### config.mk
export PLATFORM = sky130hd
export DESIGN_NAME = sa_result_drainer
export DESIGN_NICKNAME = d
export VERILOG_FILES = /design/src/rtl/sa_pkg.sv /design/src/rtl/sa_saturate.sv /design/src/rtl/sa_result_drainer.sv
export SDC_FILE = /design/constraint.sdc
export NUM_CORES = 1
export LEC_CHECK = 0
export CORE_ASPECT_RATIO = 0.5
export CORE_UTILIZATION = 46
export DETAILED_ROUTE_END_ITERATION = 10
export HOLD_SLACK_MARGIN = 0.06
export PLACE_DENSITY = 0.77
export SYNTH_ARGS = -nofsm -noshare
export SYNTH_HDL_FRONTEND = slang
export SYNTH_SLANG_ARGS = --single-unit
export TNS_END_PERCENT = 5
### constraint.sdc
create_clock -name clk -period 2.2 [get_ports clk]
set_input_delay 0.33 -clock clk [delete_from_list [all_inputs] [get_ports clk]]
set_output_delay 0.33 -clock clk [all_outputs]
set_load 0.05 [all_outputs]
### src/rtl/sa_pkg.sv
// sa_pkg: shared types, sizes and element extraction for the
// systolic result drainer slice.
package sa_pkg;

  localparam int NUM_ELEM   = 16;
  localparam int NUM_MAT    = 2;
  localparam int TOTAL_ELEM = NUM_ELEM * NUM_MAT;
  localparam int IDX_W      = 5;

  // widest element elem_at can return; callers zero-pad their bus
  localparam int MAX_W = 64;

  typedef enum logic {
    IDLE,
    DRAIN
  } state_t;

  // element k of a row-major flat bus of w-bit elements
  function automatic logic [MAX_W-1:0] elem_at(
    input logic [NUM_ELEM*MAX_W-1:0] flat,
    input int k,
    input int w
  );
    logic [NUM_ELEM*MAX_W-1:0] sh;
    sh = flat >> (k * w);
    return sh[MAX_W-1:0];
  endfunction

endpackage

### src/rtl/sa_saturate.sv
// sa_saturate: clamps a signed ACC_W value to the signed WIDTH range.
// Ports: din (ACC_W, signed), dout (ACC_W, clamped, sign-extended).
module sa_saturate #(
  parameter int WIDTH = 8,
  parameter int ACC_W = 2 * WIDTH
) (
  input  logic [ACC_W-1:0] din,
  output logic [ACC_W-1:0] dout
);

  localparam int HI_I = (1 << (WIDTH - 1)) - 1;
  localparam logic signed [ACC_W-1:0] HI = ACC_W'(HI_I);
  localparam logic signed [ACC_W-1:0] LO = ~HI;

  logic signed [ACC_W-1:0] s;

  assign s    = din;
  assign dout = (s > HI) ? HI : ((s < LO) ? LO : s);

endmodule

### src/rtl/sa_result_drainer.sv
// sa_result_drainer: snapshots both 4x4 result matrices on done_in and
// streams the 32 elements out over valid/ready (matrix 1 then matrix 2).
// Ports: clk, _reset_counter (async, active-low), done_in, res1_flat,
//   res2_flat, ovr_clr; out_valid/out_ready/out_data/out_mat/out_row/
//   out_col/out_last stream; busy, overrun (sticky dropped-done flag).
// Build option: RESULT_SAT_EN saturates elements to signed WIDTH at
//   snapshot time.
module sa_result_drainer
  import sa_pkg::*;
#(
  parameter int WIDTH = 8,
  parameter int ACC_W = 2 * WIDTH
) (
  input  logic                      clk,
  input  logic                      _reset_counter,
  input  logic                      done_in,
  input  logic [NUM_ELEM*ACC_W-1:0] res1_flat,
  input  logic [NUM_ELEM*ACC_W-1:0] res2_flat,
  input  logic                      ovr_clr,
  output logic                      out_valid,
  input  logic                      out_ready,
  output logic [ACC_W-1:0]          out_data,
  output logic                      out_mat,
  output logic [1:0]                out_row,
  output logic [1:0]                out_col,
  output logic                      out_last,
  output logic                      busy,
  output logic                      overrun
);

  localparam int PAD = NUM_ELEM * (MAX_W - ACC_W);

  state_t           state;
  logic [IDX_W-1:0] idx;
  logic [ACC_W-1:0] mem  [TOTAL_ELEM];
  logic [ACC_W-1:0] raw  [TOTAL_ELEM];
  logic [ACC_W-1:0] snap [TOTAL_ELEM];

  logic [NUM_ELEM*MAX_W-1:0] w1;
  logic [NUM_ELEM*MAX_W-1:0] w2;

  logic fire;
  logic at_last;
  logic take;
  logic ovr_ev;

  assign w1 = {{PAD{1'b0}}, res1_flat};
  assign w2 = {{PAD{1'b0}}, res2_flat};

  for (genvar k = 0; k < NUM_ELEM; k++) begin : g_ext
    assign raw[k]          = ACC_W'(elem_at(w1, k, ACC_W));
    assign raw[k+NUM_ELEM] = ACC_W'(elem_at(w2, k, ACC_W));
  end

  for (genvar i = 0; i < TOTAL_ELEM; i++) begin : g_lane
`ifdef RESULT_SAT_EN
    sa_saturate #(
      .WIDTH (WIDTH),
      .ACC_W (ACC_W)
    ) u_sat (
      .din  (raw[i]),
      .dout (snap[i])
    );
`else
    assign snap[i] = raw[i];
`endif
  end

  assign fire    = out_valid & out_ready;
  assign at_last = idx == IDX_W'(TOTAL_ELEM - 1);

  // a new snapshot is accepted when idle, or on the final transfer
  // edge so back-to-back results see no bubble
  assign take = done_in &
    ((state == IDLE) | (fire & at_last));

  assign ovr_ev = done_in & (state == DRAIN) &
    ~(fire & at_last);

  always_ff @(posedge clk or negedge _reset_counter) begin
    if (!_reset_counter) begin
      state     <= IDLE;
      idx       <= '0;
      out_valid <= 1'b0;
      busy      <= 1'b0;
      overrun   <= 1'b0;
      for (int i = 0; i < TOTAL_ELEM; i++)
        mem[i] <= '0;
    end else begin
      if (ovr_ev)
        overrun <= 1'b1;
      else if (ovr_clr)
        overrun <= 1'b0;

      if (take) begin
        for (int i = 0; i < TOTAL_ELEM; i++)
          mem[i] <= snap[i];
      end

      unique case (state)
        IDLE: begin
          if (take) begin
            state     <= DRAIN;
            idx       <= '0;
            out_valid <= 1'b1;
            busy      <= 1'b1;
          end
        end
        DRAIN: begin
          if (fire) begin
            if (!at_last) begin
              idx <= idx + 1'b1;
            end else if (take) begin
              idx <= '0;
            end else begin
              state     <= IDLE;
              idx       <= '0;
              out_valid <= 1'b0;
              busy      <= 1'b0;
            end
          end
        end
        default: state <= IDLE;
      endcase
    end
  end

  // stream fields decode from the registered index
  assign out_data = out_valid ? mem[idx] : '0;
  assign out_mat  = out_valid & idx[4];
  assign out_row  = out_valid ? idx[3:2] : 2'b00;
  assign out_col  = out_valid ? idx[1:0] : 2'b00;
  assign out_last = out_valid & at_last;

endmodule

==> results by group, run 1 <==
Worst hold path
  • HP Class: in2async

Synthesis
  • Post-Synth XOR/XNOR Area: 0%
  • Mapped cell area: 24300 sq um
  • Synth Flop Type: dfrtp_1
  • Synth Instances: 1587
  • Number of flops mapped to enable cells by yosys: 0
  • Cell taking the most area after synthesis: dfrtp_1
  • Syn_nets: 2106
  • Count leader, synth: dfrtp_1
  • Synth Area in Compound Gates: 4.85%
  • Synthesized flop and latch total: 520
  • Syn Area/Cell: 15.3 sq um
  • Unique masters post-synth: 45
  • Synth top area share: 53.5%
  • Main combinational cell family by area after synthesis: multiplexers
  • Mux cell area share after synthesis: 34.8%
  • Seq/Total Area, Yosys: 53.5%
  • Async SR Flop Fraction: 100%
  • Adder-cell share of the synthesized area: 0.103%
  • Synth Area in Simple Gates: 2.28%
  • Synth warn: 0
  • Commonest cells in the netlist: dfrtp_1 (520), mux2_1 (440), mux2i_1 (143)
  • Synth area leaders: dfrtp_1 (54%), mux2_1 (20%), mux2i_1 (5.9%)

Global routing
  • Vias in the first global route: 17843
  • Global route overflow: 0
  • Initial antenna violation count: 3
  • Largest net degree at the start of global routing: 88
  • GRT Overall Usage: 28.4%
  • First-pass GRT wire length: 112 mm

Drt
  • Pre-Repair DR Iteration Count: 5
  • DRC viols: 0
  • Detailed Route WL: 77.4 mm
  • Vias: 16494
  • DR iter-0 viols: 1126
  • DR WL/cell: 25.9 microns
  • Final ANT Viol Nets: 0
  • Vias/cell: 5.52

Clock network
  • Root Buffer: clkbuf_16
  • Clock tree sinks: 520
  • H-tree Lvls: 2
  • Latest clock arrival within the worst-skew pair: 560 ps
  • CTS buffer count: 47
  • CTS tree: yes
  • Clock slew at reported path FFs: 70 ps
  • Clock Tree Buf Depth: 3

Timing
  • Slew Limit Headroom: 61.4%
  • RSZ-0062 raised after global routing: yes
  • Sum of negative setup slack: -117770 ps
  • Measured slew at the worst slew-check pin: 579 ps
  • Final Skew: 15.0 ps
  • Fmax: 328 MHz
  • Final Hold Viols: 0
  • Fin crit share: 139%
  • Tmin final: 3050 ps
  • Setup violators final: 528
  • Setup ws final: -848 ps
  • Final Max Slew Viols: 0

Critical path
  • Critical path required time: 1870 ps
  • Crit path max fanout: 8
  • Startpoint Class: flop
  • WP data arrival: 2720 ps
  • Critical path class: reg2out
  • Crit end category: primary output

Pwr
  • PD cells: 1140 nW/um^2
  • Static leakage: 14.8 nW
  • Peak supply drop: 0.730 mV
  • Power after layout: 39.5 mW

Die
  • Die Width: 327 microns
  • Height of the die: 165 microns
  • Die area: 53800 sq um
  • Row cnt: 59
  • Starting density of the core: 46.7%
  • Core area: 52000 sq um
  • Num ports: 542

Layout
  • Finished Layout Cells: 2989
  • Core Util, Final: 66.6%
  • NumNets Final: 2773
  • Area delta synth->final: 42.5%
  • Share of cells above drive strength 1: 26.3%

Placed design
  • Cell Count Post-Placement: 2883
  • Setup WS pre-CTS: -497 ps
  • GP Congestion: 0.892
  • Buffers on Ports: 541
  • Post-DP HPWL: 57.5 mm

Run status
  • Status: complete, but fails checks
  • Failing checks: setup timing

Job
  • Maxcap violations: 0
## flip-flops by register name, summed over array words and instances (netlist names)
signal / cells
busy: 1
overrun: 1
idx: 5
state: 1
mem: 512
## final timing paths
| kind | cells after the start | start | slack [ps] | to |
|---|---|---|---|---|
| worst max-delay path | 8 | idx[1]$_DFFE_PN0P_ | -850 | out_data[1] |
| worst min-delay path | 2 | _reset_counter | 290 | mem[151]$_DFFE_PN0P_ |
| worst max register to register | 11 | idx[1]$_DFFE_PN0P_ | -300 | mem[218]$_DFFE_PN0P_ |
| worst min register to register | 1 | mem[287]$_DFFE_PN0P_ | 480 | mem[287]$_DFFE_PN0P_ |
| max in group asynchronous | 3 | _reset_counter | 1030 | mem[354]$_DFFE_PN0P_ |
| min in group clk | 2 | res2_flat[151] | 360 | mem[103]$_DFFE_PN0P_ |
## report_power, final
part           leakage [nW]  internal [mW]  switching (mW)
combinational          7.65           9.15            8.72
clock                 0.746           4.71            3.62
sequential             6.42           11.9            1.35
total                  14.8           25.8            13.7
## layer usage
| metal | up-vias | global-route usage [%] | wire length, microns | part of all wire (%) |
|---|---|---|---|---|
| li1 | 7221 | - | - | - |
| met1 | 8667 | 34.7 | 30400 | 39 |
| met2 | 428 | 49.5 | 39800 | 51 |
| met3 | 178 | 4.49 | 3290 | 4.2 |
| met4 | 0 | 14.2 | 3920 | 5.1 |
| met5 | - | 0 | 0 | 0 |
## critical path: stages, from the launching register on
cell and delay, ps:
dfrtp_4 500, buf_12 160, buf_12 150, mux4_2 350
o221ai_1 120, buf_4 180, a21oi_4 200, nor4b_4 300
buf_12 180
## timing repair
item / 4_1_cts / 5_1_grt
hold buffers: 1 / 0
setup endpoints to repair: 518 / 531
hold endpoints to repair: 46 / 0
cloned: 12 / 3
setup buffers: 11 / 6
gates resized for setup: 136 / 45
pin swaps: 23 / 20
## cell usage in the layout (no fill, tap or decap), types with 9 or more instances in the layout
master             n
a22oi_1           21
a21oi_1           12
a22oi_2           43
buf_6             20
clkbuf_16         52
a21oi_4           11
clkdlybuf4s50_1  516
mux2i_1          142
a21oi_2           25
mux4_2            49
dfrtp_1          515
buf_16            14
clkbuf_8           9
clkbuf_1          13
nor4b_4           15
mux2_1           410
buf_12            64
mux2_2            84
buf_4            118
mux2_4            32
## kinds of logic (layout without fill, tap and decap cells)
kind of cell	after synthesis	count (layout)
AO/OA/AOI/OAI	154	154
other	0	4
buffers and inverters	125	822
multiplexers	718	718
AND/OR/NAND/NOR	68	68
flip-flops	520	520
adder cells (fa/ha/maj)	2	2
## stage by stage
step,instance area (sq um),hold slack (ps)
finish,34600,292
CTS,34300,301
global placement,31800,297
detailed placement,31800,297
global route,34600,323
floorplan,24600,34.4
## cell type report
type	count	area, sq um
Fill cell	3596	17400
Sequential cell	520	13000
Multi-Input combinational cell	942	11100
Timing Repair Buffer	739	8110
Clock buffer	71	1400
Tap cell	701	877
Clock inverter	8	115
Inverter	4	15.0
Antenna cell	4	10.0
No activity file was read; power rests on OpenSTA's default activity.
==> run 2: changes to the inputs <==
Settings changed: SYNTH_HIERARCHICAL set to 1.
==> results of run 2 <==
No change in the layout: final DEF, timing and power equal those of run 1.
Main changes from that run: Yosys warning count 0 -> 6
